**src/rtl/ctrl_pkg.sv**
```systemverilog
// Shared constants for the multi-cycle core: FSM state encoding, PC/writeback
// select codes, and the ALU/opcode constants used by the decoder.
package ctrl_pkg;

    typedef enum logic [2:0] {
        ST_FETCH  = 3'd0,
        ST_DECODE = 3'd1,
        ST_EXEC   = 3'd2,
        ST_MEM    = 3'd3,
        ST_WB     = 3'd4,
        ST_HALT   = 3'd5
    } state_e;

    typedef enum logic [1:0] {
        PC_PLUS4  = 2'd0,
        PC_REL    = 2'd1,
        PC_RS1    = 2'd2
    } pc_src_e;

    typedef enum logic {
        WB_ALU = 1'b0,
        WB_MEM = 1'b1
    } wb_sel_e;

    // RV32I major opcodes
    localparam logic [6:0] OPC_LUI    = 7'b0110111;
    localparam logic [6:0] OPC_AUIPC  = 7'b0010111;
    localparam logic [6:0] OPC_JAL    = 7'b1101111;
    localparam logic [6:0] OPC_JALR   = 7'b1100111;
    localparam logic [6:0] OPC_BRANCH = 7'b1100011;
    localparam logic [6:0] OPC_LOAD   = 7'b0000011;
    localparam logic [6:0] OPC_STORE  = 7'b0100011;
    localparam logic [6:0] OPC_OPIMM  = 7'b0010011;
    localparam logic [6:0] OPC_OP     = 7'b0110011;
    localparam logic [6:0] OPC_SYSTEM = 7'b1110011;

    localparam logic [3:0] ALU_ADD  = 4'd0;
    localparam logic [3:0] ALU_SUB  = 4'd1;
    localparam logic [3:0] ALU_SLT  = 4'd2;
    localparam logic [3:0] ALU_SLTU = 4'd3;
    localparam logic [3:0] ALU_AND  = 4'd4;
    localparam logic [3:0] ALU_OR   = 4'd5;
    localparam logic [3:0] ALU_XOR  = 4'd6;
    localparam logic [3:0] ALU_SLL  = 4'd7;
    localparam logic [3:0] ALU_SRL  = 4'd8;
    localparam logic [3:0] ALU_SRA  = 4'd9;

endpackage

```
**src/rtl/ctrl_fsm.sv**
```systemverilog
// Multi-cycle core control FSM: FETCH/DECODE/EXEC/MEM/WB/HALT sequencing with
// memory handshakes, datapath enables and a retired-instruction counter.
module ctrl_fsm
    import ctrl_pkg::*;
#(
    parameter int WORD  = 32,
    parameter int CNT_W = 32
) (
    input  logic             clk,
    input  logic             rst_n,
    input  logic             imem_ready,
    input  logic             dmem_ready,
    input  logic             dec_regwrite,
    input  logic             dec_memtoreg,
    input  logic             dec_memwrite,
    input  logic             dec_branch,
    input  logic             dec_jump,
    input  logic             dec_jumpsrc,
    input  logic             dec_hlt,
    input  logic             inv_br,
    input  logic             alu_lsb,
    output logic             imem_req,
    output logic             ir_we,
    output logic             dmem_req,
    output logic             dmem_we,
    output logic             rf_we,
    output logic             wb_sel,
    output logic             pc_we,
    output logic [1:0]       pc_src,
    output logic             halted,
    output logic [2:0]       state,
    output logic [CNT_W-1:0] retired
);

    if (WORD < 8) begin : g_word_check
        $error("ctrl_fsm: WORD must be at least 8 bits");
    end

    state_e           state_q, state_d;
    logic             run_q;
    logic [CNT_W-1:0] retired_q, retired_d;
    logic             mem_op;
    logic             taken;

    assign mem_op = dec_memtoreg | dec_memwrite;
    assign taken  = alu_lsb ^ inv_br;

    // run_q keeps every output quiet while reset is held and until the first
    // edge after release, so a request always starts cleanly in FETCH.
    always_ff @(posedge clk or negedge rst_n) begin
        if (!rst_n) begin
            state_q   <= ST_FETCH;
            run_q     <= 1'b0;
            retired_q <= '0;
        end else begin
            state_q   <= state_d;
            run_q     <= 1'b1;
            retired_q <= retired_d;
        end
    end

    always_comb begin
        state_d = state_q;
        if (run_q) begin
            unique case (state_q)
                ST_FETCH:  if (imem_ready) state_d = ST_DECODE;
                ST_DECODE: state_d = dec_hlt ? ST_HALT : ST_EXEC;
                ST_EXEC: begin
                    if (!dec_branch && !dec_jump && mem_op) state_d = ST_MEM;
                    else                                    state_d = ST_FETCH;
                end
                ST_MEM: begin
                    if (dmem_ready) state_d = dec_memwrite ? ST_FETCH : ST_WB;
                end
                ST_WB:     state_d = ST_FETCH;
                ST_HALT:   state_d = ST_HALT;
                default:   state_d = ST_FETCH;
            endcase
        end
    end

    always_comb begin
        imem_req = 1'b0;
        ir_we    = 1'b0;
        dmem_req = 1'b0;
        dmem_we  = 1'b0;
        rf_we    = 1'b0;
        wb_sel   = WB_ALU;
        pc_we    = 1'b0;
        pc_src   = PC_PLUS4;
        halted   = 1'b0;
        if (run_q) begin
            unique case (state_q)
                ST_FETCH: begin
                    imem_req = 1'b1;
                    ir_we    = imem_ready;
                end
                ST_DECODE: ;
                ST_EXEC: begin
                    if (dec_branch) begin
                        pc_we  = 1'b1;
                        pc_src = taken ? PC_REL : PC_PLUS4;
                    end else if (dec_jump) begin
                        rf_we  = 1'b1;
                        pc_we  = 1'b1;
                        pc_src = dec_jumpsrc ? PC_RS1 : PC_REL;
                    end else if (!mem_op) begin
                        rf_we  = dec_regwrite;
                        pc_we  = 1'b1;
                    end
                end
                ST_MEM: begin
                    dmem_req = 1'b1;
                    dmem_we  = dec_memwrite;
                    pc_we    = dmem_ready & dec_memwrite;
                end
                ST_WB: begin
                    rf_we  = 1'b1;
                    wb_sel = WB_MEM;
                    pc_we  = 1'b1;
                end
                ST_HALT:  halted = 1'b1;
                default: ;
            endcase
        end
    end

    assign retired_d = retired_q + CNT_W'(pc_we);
    assign retired   = retired_q;
    assign state     = state_q;

endmodule

```
**config.mk**
```make
export PLATFORM = sky130hd
export DESIGN_NAME = ctrl_fsm
export DESIGN_NICKNAME = d
export VERILOG_FILES = /design/src/rtl/ctrl_pkg.sv /design/src/rtl/ctrl_fsm.sv
export SDC_FILE = /design/constraint.sdc
export NUM_CORES = 1
export LEC_CHECK = 0
export BUFFER_PORTS_ARGS = -buffer_cell sky130_fd_sc_hd__buf_2
export CAP_MARGIN = 20
export CORE_ASPECT_RATIO = 0.6
export CORE_MARGIN = 3
export CORE_UTILIZATION = 52
export CTS_BUF_LIST = sky130_fd_sc_hd__clkbuf_8
export DETAILED_ROUTE_END_ITERATION = 8
export MAX_ROUTING_LAYER = met4
export PLACE_DENSITY = 0.81
export SKIP_LAST_GASP = 1
export SLEW_MARGIN = 20
export SYNTH_ARGS = -nofsm -noshare
export SYNTH_HDL_FRONTEND = slang
export SYNTH_SLANG_ARGS = --single-unit
```
**constraint.sdc**
```tcl
create_clock -name clk -period 3.1 [get_ports clk]
set_input_delay 0.775 -clock clk [delete_from_list [all_inputs] [get_ports clk]]
set_output_delay 0.775 -clock clk [all_outputs]
set_load 0.01 [all_outputs]
```
==> results.py, run 1 <==
metrics = {
    "pwr": {
        "p_sw_share_pct": 29.7,
        "internal_power_uw": 916,
        "combPwrFrac_pct": 21.6,
        "clkPwrFrac_pct": 34.5,
        "leakage_nw": 1.24,
        "irDropWorstVdd_mv": 0.405,
        "seq_power_share_pct": 43.9,
        "p_switching_uw": 387,
        "power.density_mw_per_mm2": 573,
    },
    "timing": {
        "min_period_over_period_pct": 90.1,
        "worst_pin_slew_ns": 0.764,
        "rsz0062_at_grt": "no",
        "timing_hold_violations_final": 0,
        "period_needed_ns": 2.79,
        "fin_skew_ns": 0.0112,
        "relSlewSlack_pct": 49.1,
        "fin_setup_tns_ns": 0,
        "worst_slack_ns": 0.306,
        "fmax_mhz": 358,
        "finalSetupViolations": 0,
        "drv_slew": 0,
    },
    "worst_setup_path": {
        "cp.arrival_ns": 3.01,
        "crit_buf_inv": 0,
        "crit_type": "reg -> reg",
        "critical_path.endpoint_type": "flop",
        "crit_family": "simple AND/OR/NAND/NOR gates",
        "crit_path_top_delay_cell": "or4b_4",
        "worstPathMaxFanout": 11,
        "slowest_delay_ns": 0.63,
        "cp.required_ns": 3.32,
        "path_cells": "nand2_1 > nor3_1 > a221o_1 > ha_1 > nand3_1 > or4b_4 > nor4b_1 > xor2_1",
        "crit_path_start_kind": "flop",
    },
    "synthesis": {
        "synth_cell_types": 36,
        "syn_area_sq_mm": 0.00181,
        "synth_top_area_cell": "dfrtp_1",
        "ys_ff_latch": 36,
        "synth-warning-count": 0,
        "syn_area_per_cell_sq_um": 10.5,
        "ys_seq_area_share_pct": 49.8,
        "synthCells": 173,
        "synth.area.top_cells": "dfrtp_1 (50%), xor2_1 (9.7%), xnor2_1 (5.3%), nor4_4 (3.5%), nand2_1 (3.1%)",
        "syn_nets": 188,
        "synth_top_area_share_pct": 49.8,
    },
    "finish": {
        "nFillCells": 236,
        "antennaDiodeCount": 0,
        "fin_nets": 249,
        "syn2layout_area_growth_pct": 25.7,
        "drive_gt1_share_pct": 31.5,
    },
    "die": {
        "core-area_sq_mm": 0.00310,
        "pin_count": 58,
        "die_x_microns": 82.2,
        "num_rows": 15,
        "start_util_pct": 58.4,
        "die_area_sq_mm": 0.00425,
        "die_y_microns": 51.7,
    },
    "clock_network": {
        "post-cts-setup-buffers": 0,
        "cts_num_sinks": 36,
        "path_clk_slew_ns": 0.08,
        "clockBufferDepth": 2,
        "cts_buffers": 5,
        "cts_resized": 0,
        "cts-htree-levels": 2,
        "cts_hold_buffers": 0,
        "cts_tree": "yes",
        "worst_skew_pair.late_latency_ns": 0.29,
        "root_buffer": "clkbuf_8",
    },
    "job": {
        "maxCapViolCount": 0,
    },
    "detailed_routing": {
        "dr_total_vias": 1467,
        "routed_wl_microns": 4260,
        "wl_per_cell_microns": 15.4,
        "drt_pass1_iterations": 4,
        "drtIter0Drc": 68,
        "drc": 0,
        "via_per_inst": 5.30,
        "antenna_left": 0,
    },
    "place": {
        "finalWeightedCongestion": 0.947,
        "pre_cts_slack_ns": 0.0524,
        "numPortBuffers": 57,
        "dp_hpwl_microns": 3100,
    },
    "outcome": {
        "status": "finished clean",
    },
    "global_routing": {
        "grt_overflow": 0,
        "antenna_found_initial": 0,
        "track_usage_pct": 23.4,
        "grt_pass1_vias": 1475,
        "grt_pass1_wl_microns": 7070,
        "grt_max_degree": 37,
    },
    "min_path": {
        "hold_path.class": "reg -> reg",
    },
}
## area by class of cell
cell class	instances	area, sq um	area share, %
clock buffers	7	96.3	4.24
inverters	10	37.5	1.65
clock inverters	1	30.0	1.32
multi-input cells	122	843	37.1
flip-flops and latches	36	901	39.6
repair buffers	59	313	13.8
well taps	42	52.6	2.31
## cells in the final DEF (no fill, tap or decap), drive strengths merged, types with 3 or more instances in the layout
cell     n
and4     5
nor3    11
buf     59
clkbuf   7
inv     10
nand3   10
a21oi    3
xor2    20
dfrtp   36
nor4     8
nand2   15
nor2    13
xnor2   11
## registers in the layout, summed over array words and instances, names as in the netlist
name,flops
state,3
retired,32
run_q,1
## Yosys cell counts
cell / n
o21ai_0: 1
o31ai_1: 1
buf_2: 1
o32ai_1: 1
nand4_1: 2
nor3b_2: 1
nor4b_1: 1
dfrtp_1: 36
and4_1: 5
ha_1: 2
nand3_1: 10
xor2_1: 20
and3_1: 1
nor4_1: 5
buf_1: 1
or3_1: 1
or4b_4: 1
nor3_1: 11
nor3b_1: 1
conb_1: 1
o21a_1: 1
and2_1: 1
inv_1: 10
a221o_1: 2
mux2i_1: 1
or2_2: 2
buf_6: 1
nor2_1: 13
xnor2_1: 11
o22ai_1: 2
nand2_1: 15
a32oi_1: 1
a21oi_1: 3
nor4_4: 3
nand2b_1: 2
clkbuf_1: 2
## path summary, 6_finish.rpt
kind                       cells past startpoint  slack [ns]                  start               endpoint
setup / recovery                               8        0.31   state[0]$_DFFE_PN0P_  retired[27]$_DFF_PN0_
hold / removal                                 1        0.46  retired[31]$_DFF_PN0_  retired[31]$_DFF_PN0_
setup reg to reg                               8        0.31   state[0]$_DFFE_PN0P_  retired[27]$_DFF_PN0_
hold reg to reg                                1        0.46  retired[31]$_DFF_PN0_  retired[31]$_DFF_PN0_
max in group asynchronous                      1        2.05                  rst_n  retired[25]$_DFF_PN0_
min in group asynchronous                      1        0.55                  rst_n  retired[30]$_DFF_PN0_
## routing by layer
| metal | track usage (%) | vias up | wire, microns |
|---|---|---|---|
| li1 | - | 714 | - |
| met1 | 30.0 | 709 | 2010 |
| met2 | 35.3 | 38 | 1970 |
| met3 | 6.23 | 6 | 215 |
| met4 | 9.94 | 0 | 64 |
| met5 | - | - | 0 |
## cell families after synthesis
| group | synth area share, % |
|---|---|
| DFF | 49.8 |
| and+or+nand+nor | 24.8 |
| muxes | 0.553 |
| other | 0.207 |
| buffers and inverters | 3.60 |
| xor gates and xnor gates | 15.0 |
| AOI/OAI and AO/OA | 4.70 |
| adders and majority gates | 1.38 |
## stage by stage
| stage | util (%) | instances | power [mW] | instance area [sq um] | hold WS (ns) |
|---|---|---|---|---|---|
| final | 73.4 | 277 | 1.30 | 2270 | 0.458 |
| after global placement | 69.3 | 269 | 0.849 | 2150 | 0.451 |
| after detailed placement | 69.3 | 269 | 0.855 | 2150 | 0.458 |
| after global routing | 73.4 | 277 | 1.37 | 2270 | 0.497 |
| after floorplan | - | 173 | 0.721 | 1810 | 0.479 |
| after CTS | 73.4 | 277 | 1.31 | 2270 | 0.467 |
## power by group through the flow
stage | clock [mW] | sequential, mW | combinational [mW]
after detailed placement | 0 | 0.575 | 0.280
after floorplan | 0 | 0.586 | 0.135
after global routing | 0.483 | 0.578 | 0.310
after CTS | 0.460 | 0.570 | 0.282
after global placement | 0 | 0.575 | 0.274
final | 0.449 | 0.572 | 0.282
Power figures use the tool's default switching activity.
==> inputs of run 2 (changes only) <==
--- a/config.mk
+++ b/config.mk
@@ -7,10 +7,10 @@
 export LEC_CHECK = 0
 export BUFFER_PORTS_ARGS = -buffer_cell sky130_fd_sc_hd__buf_2
 export CAP_MARGIN = 20
-export CORE_ASPECT_RATIO = 0.6
 export CORE_MARGIN = 3
 export CORE_UTILIZATION = 52
 export CTS_BUF_LIST = sky130_fd_sc_hd__clkbuf_8
+export CTS_CLUSTER_SIZE = 12
 export DETAILED_ROUTE_END_ITERATION = 8
 export MAX_ROUTING_LAYER = met4
 export PLACE_DENSITY = 0.81
==> results.py, run 2 (synthesis gave the netlist of run 1 again) <==
metrics = {
    "pwr": {
        "power.density_mw_per_mm2": 554,
        "clkPwrFrac_pct": 32.3,
        "seq_power_share_pct": 45.6,
        "internal_power_uw": 866,
        "leakage_nw": 1.22,
        "p_sw_share_pct": 30.4,
        "combPwrFrac_pct": 22.1,
        "total_power_mw": 1.24,
        "irDropWorstVdd_mv": 0.612,
        "p_switching_uw": 378,
    },
    "place": {
        "placed_cells": 271,
        "pre_cts_slack_ns": 0.0970,
        "finalWeightedCongestion": 0.834,
        "numPortBuffers": 57,
        "dp_hpwl_microns": 2830,
        "placed_cell_area_sq_mm": 0.00214,
    },
    "finish": {
        "mostFrequentLayoutCell": "buf_2",
        "most-common-layout-cells": "buf_2 (57), dfrtp_1 (36), xor2_1 (20)",
        "stdcell_area_sq_mm": 0.00224,
        "largest_reg_flops": 32,
        "drive_gt1_share_pct": 31.1,
        "nFillCells": 241,
        "antennaDiodeCount": 0,
        "fin_nets": 249,
        "syn2layout_area_growth_pct": 24.1,
        "finish.utilization_pct": 70.6,
        "final_cells": 279,
    },
    "timing": {
        "worst_slack_ns": 0.266,
        "relSlewSlack_pct": 49.6,
        "fmax_mhz": 353,
        "holdWs_ns": 0.470,
        "rsz0062_at_grt": "no",
        "min_period_over_period_pct": 91.4,
        "period_needed_ns": 2.83,
        "drv_slew": 0,
        "fin_setup_tns_ns": 0,
        "worst_pin_slew_ns": 0.756,
        "timing_hold_violations_final": 0,
        "fin_skew_ns": 0.00947,
        "finalSetupViolations": 0,
    },
    "worst_setup_path": {
        "crit_type": "reg -> reg",
        "worstPathMaxFanout": 11,
        "reg2reg_depth": 8,
        "cp.arrival_ns": 3.05,
        "critical_path.endpoint_type": "flop",
        "cp.required_ns": 3.32,
        "crit_path_start_kind": "flop",
    },
    "detailed_routing": {
        "antenna_left": 0,
        "dr_total_vias": 1481,
        "via_per_inst": 5.31,
        "drtIter0Drc": 110,
        "wl_per_cell_microns": 13.7,
        "routed_wl_microns": 3820,
        "drc": 0,
        "drt_pass1_iterations": 4,
    },
    "die": {
        "core-area_sq_mm": 0.00318,
        "start_util_pct": 56.9,
        "die_area_sq_mm": 0.00422,
        "die_y_microns": 65.0,
        "pin_count": 58,
        "die_x_microns": 65.0,
        "num_rows": 20,
    },
    "clock_network": {
        "post-cts-setup-buffers": 0,
        "worst_skew_pair.late_latency_ns": 0.29,
        "cts_num_sinks": 36,
        "cts_hold_buffers": 0,
        "cts_resized": 0,
        "clockBufferDepth": 2,
        "cts_buffers": 5,
        "root_buffer": "clkbuf_8",
        "cts-htree-levels": 2,
        "cts_tree": "yes",
        "path_clk_slew_ns": 0.07,
    },
    "global_routing": {
        "grt_max_degree": 37,
        "grt_pass1_vias": 1442,
        "track_usage_pct": 21.1,
        "grt_pass1_wl_microns": 6730,
        "antenna_found_initial": 0,
        "grt_overflow": 0,
    },
    "min_path": {
        "hold_path.class": "reg -> reg",
        "whs_path_depth": 1,
    },
    "outcome": {
        "status": "finished clean",
    },
    "job": {
        "maxCapViolCount": 0,
    },
}
-- run 2: changes by cell type in the layout (fill, tap and decap cells not counted), sizes merged --
cell    previous run  this run
inv               10        11
clkbuf             7         5
clkinv             0         1
-- run 2: final cells by class --
| class | instances | area, sq um | share of cell area, % |
|---|---|---|---|
| well taps | 44 | 55.1 | 2.45 |
| multi-input cells | 122 | 843 | 37.6 |
| clock inverters | 3 | 38.8 | 1.73 |
| inverters | 10 | 37.5 | 1.67 |
| repair buffers | 59 | 300 | 13.4 |
| flip-flops and latches | 36 | 901 | 40.1 |
| clock buffers | 5 | 68.8 | 3.07 |
-- run 2: path summary, 6_finish.rpt --
kind,from,end,slack [ns]
max in group asynchronous,rst_n,run_q$_DFF_PN0_,2.07
setup / recovery,state[1]$_DFFE_PN0P_,retired[27]$_DFF_PN0_,0.27
hold reg to reg,retired[31]$_DFF_PN0_,retired[31]$_DFF_PN0_,0.47
setup reg to reg,state[1]$_DFFE_PN0P_,retired[27]$_DFF_PN0_,0.27
min in group asynchronous,rst_n,retired[29]$_DFF_PN0_,0.54
hold / removal,retired[31]$_DFF_PN0_,retired[31]$_DFF_PN0_,0.47
-- run 2: power by group through the flow --
stage / sequential, mW / clock, mW / combinational [mW]
floorplan: 0.586 / 0 / 0.135
detailed placement: 0.574 / 0 / 0.274
CTS: 0.566 / 0.409 / 0.277
global placement: 0.572 / 0 / 0.267
finish: 0.567 / 0.402 / 0.275
global route: 0.576 / 0.431 / 0.308
-- run 2: routing by layer --
layer  GRT usage [%]  vias to the layer above  wire, microns
li1                -                      715              -
met1            25.8                      703           1570
met2            33.6                       51           1920
met3            6.41                       12            251
met4            6.60                        0             74
met5               -                        -              0
-- run 2: worst max-delay path: stages (launching register included) --
cell and delay, ns:
dfrtp_1 0.48, nand2b_1 0.18, nor3_1 0.30, a221o_1 0.24, ha_1 0.20, nand3_1 0.12
or4b_4 0.63, nor4b_1 0.41, xor2_1 0.20
==> inputs of run 3 (changes only) <==
==> constraint.sdc (replaced) <==
create_clock -name clk -period 3 [get_ports clk]
set_input_delay 0.75 -clock clk [delete_from_list [all_inputs] [get_ports clk]]
set_output_delay 0.75 -clock clk [all_outputs]
set_load 0.01 [all_outputs]
==> results.py, run 3 (synthesis gave the netlist of run 1 again) <==
metrics = {
    "outcome": {
        "status": "finished clean",
    },
    "timing": {
        "finalSetupViolations": 0,
        "period_needed_ns": 2.74,
        "min_period_over_period_pct": 91.4,
        "relSlewSlack_pct": 49.8,
        "timing_hold_violations_final": 0,
        "rsz0062_at_grt": "no",
        "worst_pin_slew_ns": 0.753,
        "fin_setup_tns_ns": 0,
        "worst_slack_ns": 0.258,
        "fmax_mhz": 365,
        "fin_skew_ns": 0.00430,
        "drv_slew": 0,
    },
    "die": {
        "die_x_microns": 65.0,
        "die_area_sq_mm": 0.00422,
        "pin_count": 58,
        "core-area_sq_mm": 0.00318,
        "die_y_microns": 65.0,
        "num_rows": 20,
        "start_util_pct": 56.9,
    },
    "worst_setup_path": {
        "crit_path_top_delay_cell": "or4b_4",
        "slowest_delay_ns": 0.62,
        "cp.arrival_ns": 2.96,
        "cp.required_ns": 3.21,
        "worstPathMaxFanout": 11,
        "critical_path.endpoint_type": "flop",
        "crit_type": "reg -> reg",
        "path_cells": "nand2b_1 > nor3_1 > a221o_1 > ha_1 > nand3_1 > or4b_4 > nor4b_1 > xor2_1",
        "crit_path_start_kind": "flop",
    },
    "finish": {
        "nFillCells": 270,
        "antennaDiodeCount": 0,
        "mostFrequentLayoutCell": "buf_2",
        "most-common-layout-cells": "buf_2 (57), dfrtp_1 (36), xor2_1 (20)",
        "fin_nets": 249,
        "syn2layout_area_growth_pct": 23.1,
        "largest_reg_flops": 32,
        "drive_gt1_share_pct": 30.6,
        "final_cells": 279,
    },
    "detailed_routing": {
        "top_layer": "met4",
        "routed_wl_microns": 3630,
        "drt_pass1_iterations": 4,
        "drtIter0Drc": 89,
        "dr_total_vias": 1455,
        "wl_met1_microns": 1630,
        "antenna_left": 0,
        "drc": 0,
        "route.met3.wl_microns": 185,
        "wl_per_cell_microns": 13.0,
        "met2_length_microns": 1740,
        "via_per_inst": 5.22,
    },
    "place": {
        "dp_hpwl_microns": 2700,
        "pre_cts_slack_ns": 0.0338,
        "placed_cells": 271,
        "finalWeightedCongestion": 0.848,
        "numPortBuffers": 57,
    },
    "clock_network": {
        "cts-htree-levels": 2,
        "clockBufferDepth": 2,
        "root_buffer": "clkbuf_8",
        "cts_hold_buffers": 0,
        "post-cts-setup-buffers": 0,
        "cts_tree": "yes",
        "cts_resized": 0,
        "worst_skew_pair.late_latency_ns": 0.29,
        "cts_num_sinks": 36,
        "path_clk_slew_ns": 0.06,
        "cts_buffers": 5,
    },
    "pwr": {
        "clkPwrFrac_pct": 28.3,
        "combPwrFrac_pct": 23.1,
        "p_sw_share_pct": 30.8,
        "p_switching_uw": 371,
        "power.density_mw_per_mm2": 540,
        "irDropWorstVdd_mv": 0.438,
        "internal_power_uw": 831,
        "seq_power_share_pct": 48.6,
        "leakage_nw": 1.22,
        "total_power_mw": 1.20,
    },
    "global_routing": {
        "grt_pass1_vias": 1429,
        "antenna_found_initial": 0,
        "grt_pass1_wl_microns": 6330,
        "grt_max_degree": 37,
        "grt_overflow": 0,
        "track_usage_pct": 20.4,
    },
    "min_path": {
        "hold_path.class": "reg -> reg",
    },
    "job": {
        "maxCapViolCount": 0,
    },
}
==> run 3: changes by cell type in the layout (fill, tap and decap cells not counted) <==
cell and delta:
inv_1 +1, clkbuf_8 +1, bufinv_16 -1, clkinv_2 -1
==> run 3: worst paths after layout <==
path,from,end,slack [ns],cells past startpoint
max,state[1]$_DFFE_PN0P_,retired[27]$_DFF_PN0_,0.26,8
min,retired[31]$_DFF_PN0_,retired[31]$_DFF_PN0_,0.47,1
max reg2reg,state[1]$_DFFE_PN0P_,retired[27]$_DFF_PN0_,0.26,8
min reg2reg,retired[31]$_DFF_PN0_,retired[31]$_DFF_PN0_,0.47,1
max in group asynchronous,rst_n,retired[0]$_DFF_PN0_,1.99,1
min in group asynchronous,rst_n,retired[25]$_DFF_PN0_,0.52,1
==> run 3: power by group through the flow <==
stage / clock (mW) / combinational [mW] / sequential [mW]
after floorplan: 0 / 0.139 / 0.606
after global placement: 0 / 0.276 / 0.591
after detailed placement: 0 / 0.279 / 0.591
after CTS: 0.350 / 0.280 / 0.583
after global routing: 0.376 / 0.313 / 0.592
final: 0.340 / 0.277 / 0.585
==> run 3: stage by stage <==
stage	utilization [%]	instance area [sq um]	hold WS, ns
after detailed placement	67.2	2140	0.471
after floorplan	-	1810	0.454
after global placement	67.2	2140	0.453
after global routing	70.1	2230	0.506
final	70.1	2230	0.467
after CTS	70.1	2230	0.480
==> run 3: final cells by class <==
cell class / instances / area (sq um) / share of cell area, %
Multi-Input combinational cell: 122 / 843 / 37.9
Clock buffer: 6 / 82.6 / 3.71
Sequential cell: 36 / 901 / 40.4
Clock inverter: 2 / 7.51 / 0.337
Tap cell: 44 / 55.1 / 2.47
Inverter: 10 / 37.5 / 1.69
Timing Repair Buffer: 59 / 300 / 13.5
==> run 3: critical path: cells and delay by family, from the launching register on <==
family,cells,cell delay [ns]
XOR/XNOR,1,0.18
AND/OR/NAND/NOR,5,1.59
flip-flops,1,0.47
AO/OA/AOI/OAI,1,0.22
adder cells (fa/ha/maj),1,0.20
==> run 3: per-layer routing <==
layer,global-route usage (%),vias to the layer above
met5,-,-
met4,10.8,0
met3,4.68,8
met2,31.2,41
met1,25.1,686
li1,-,720
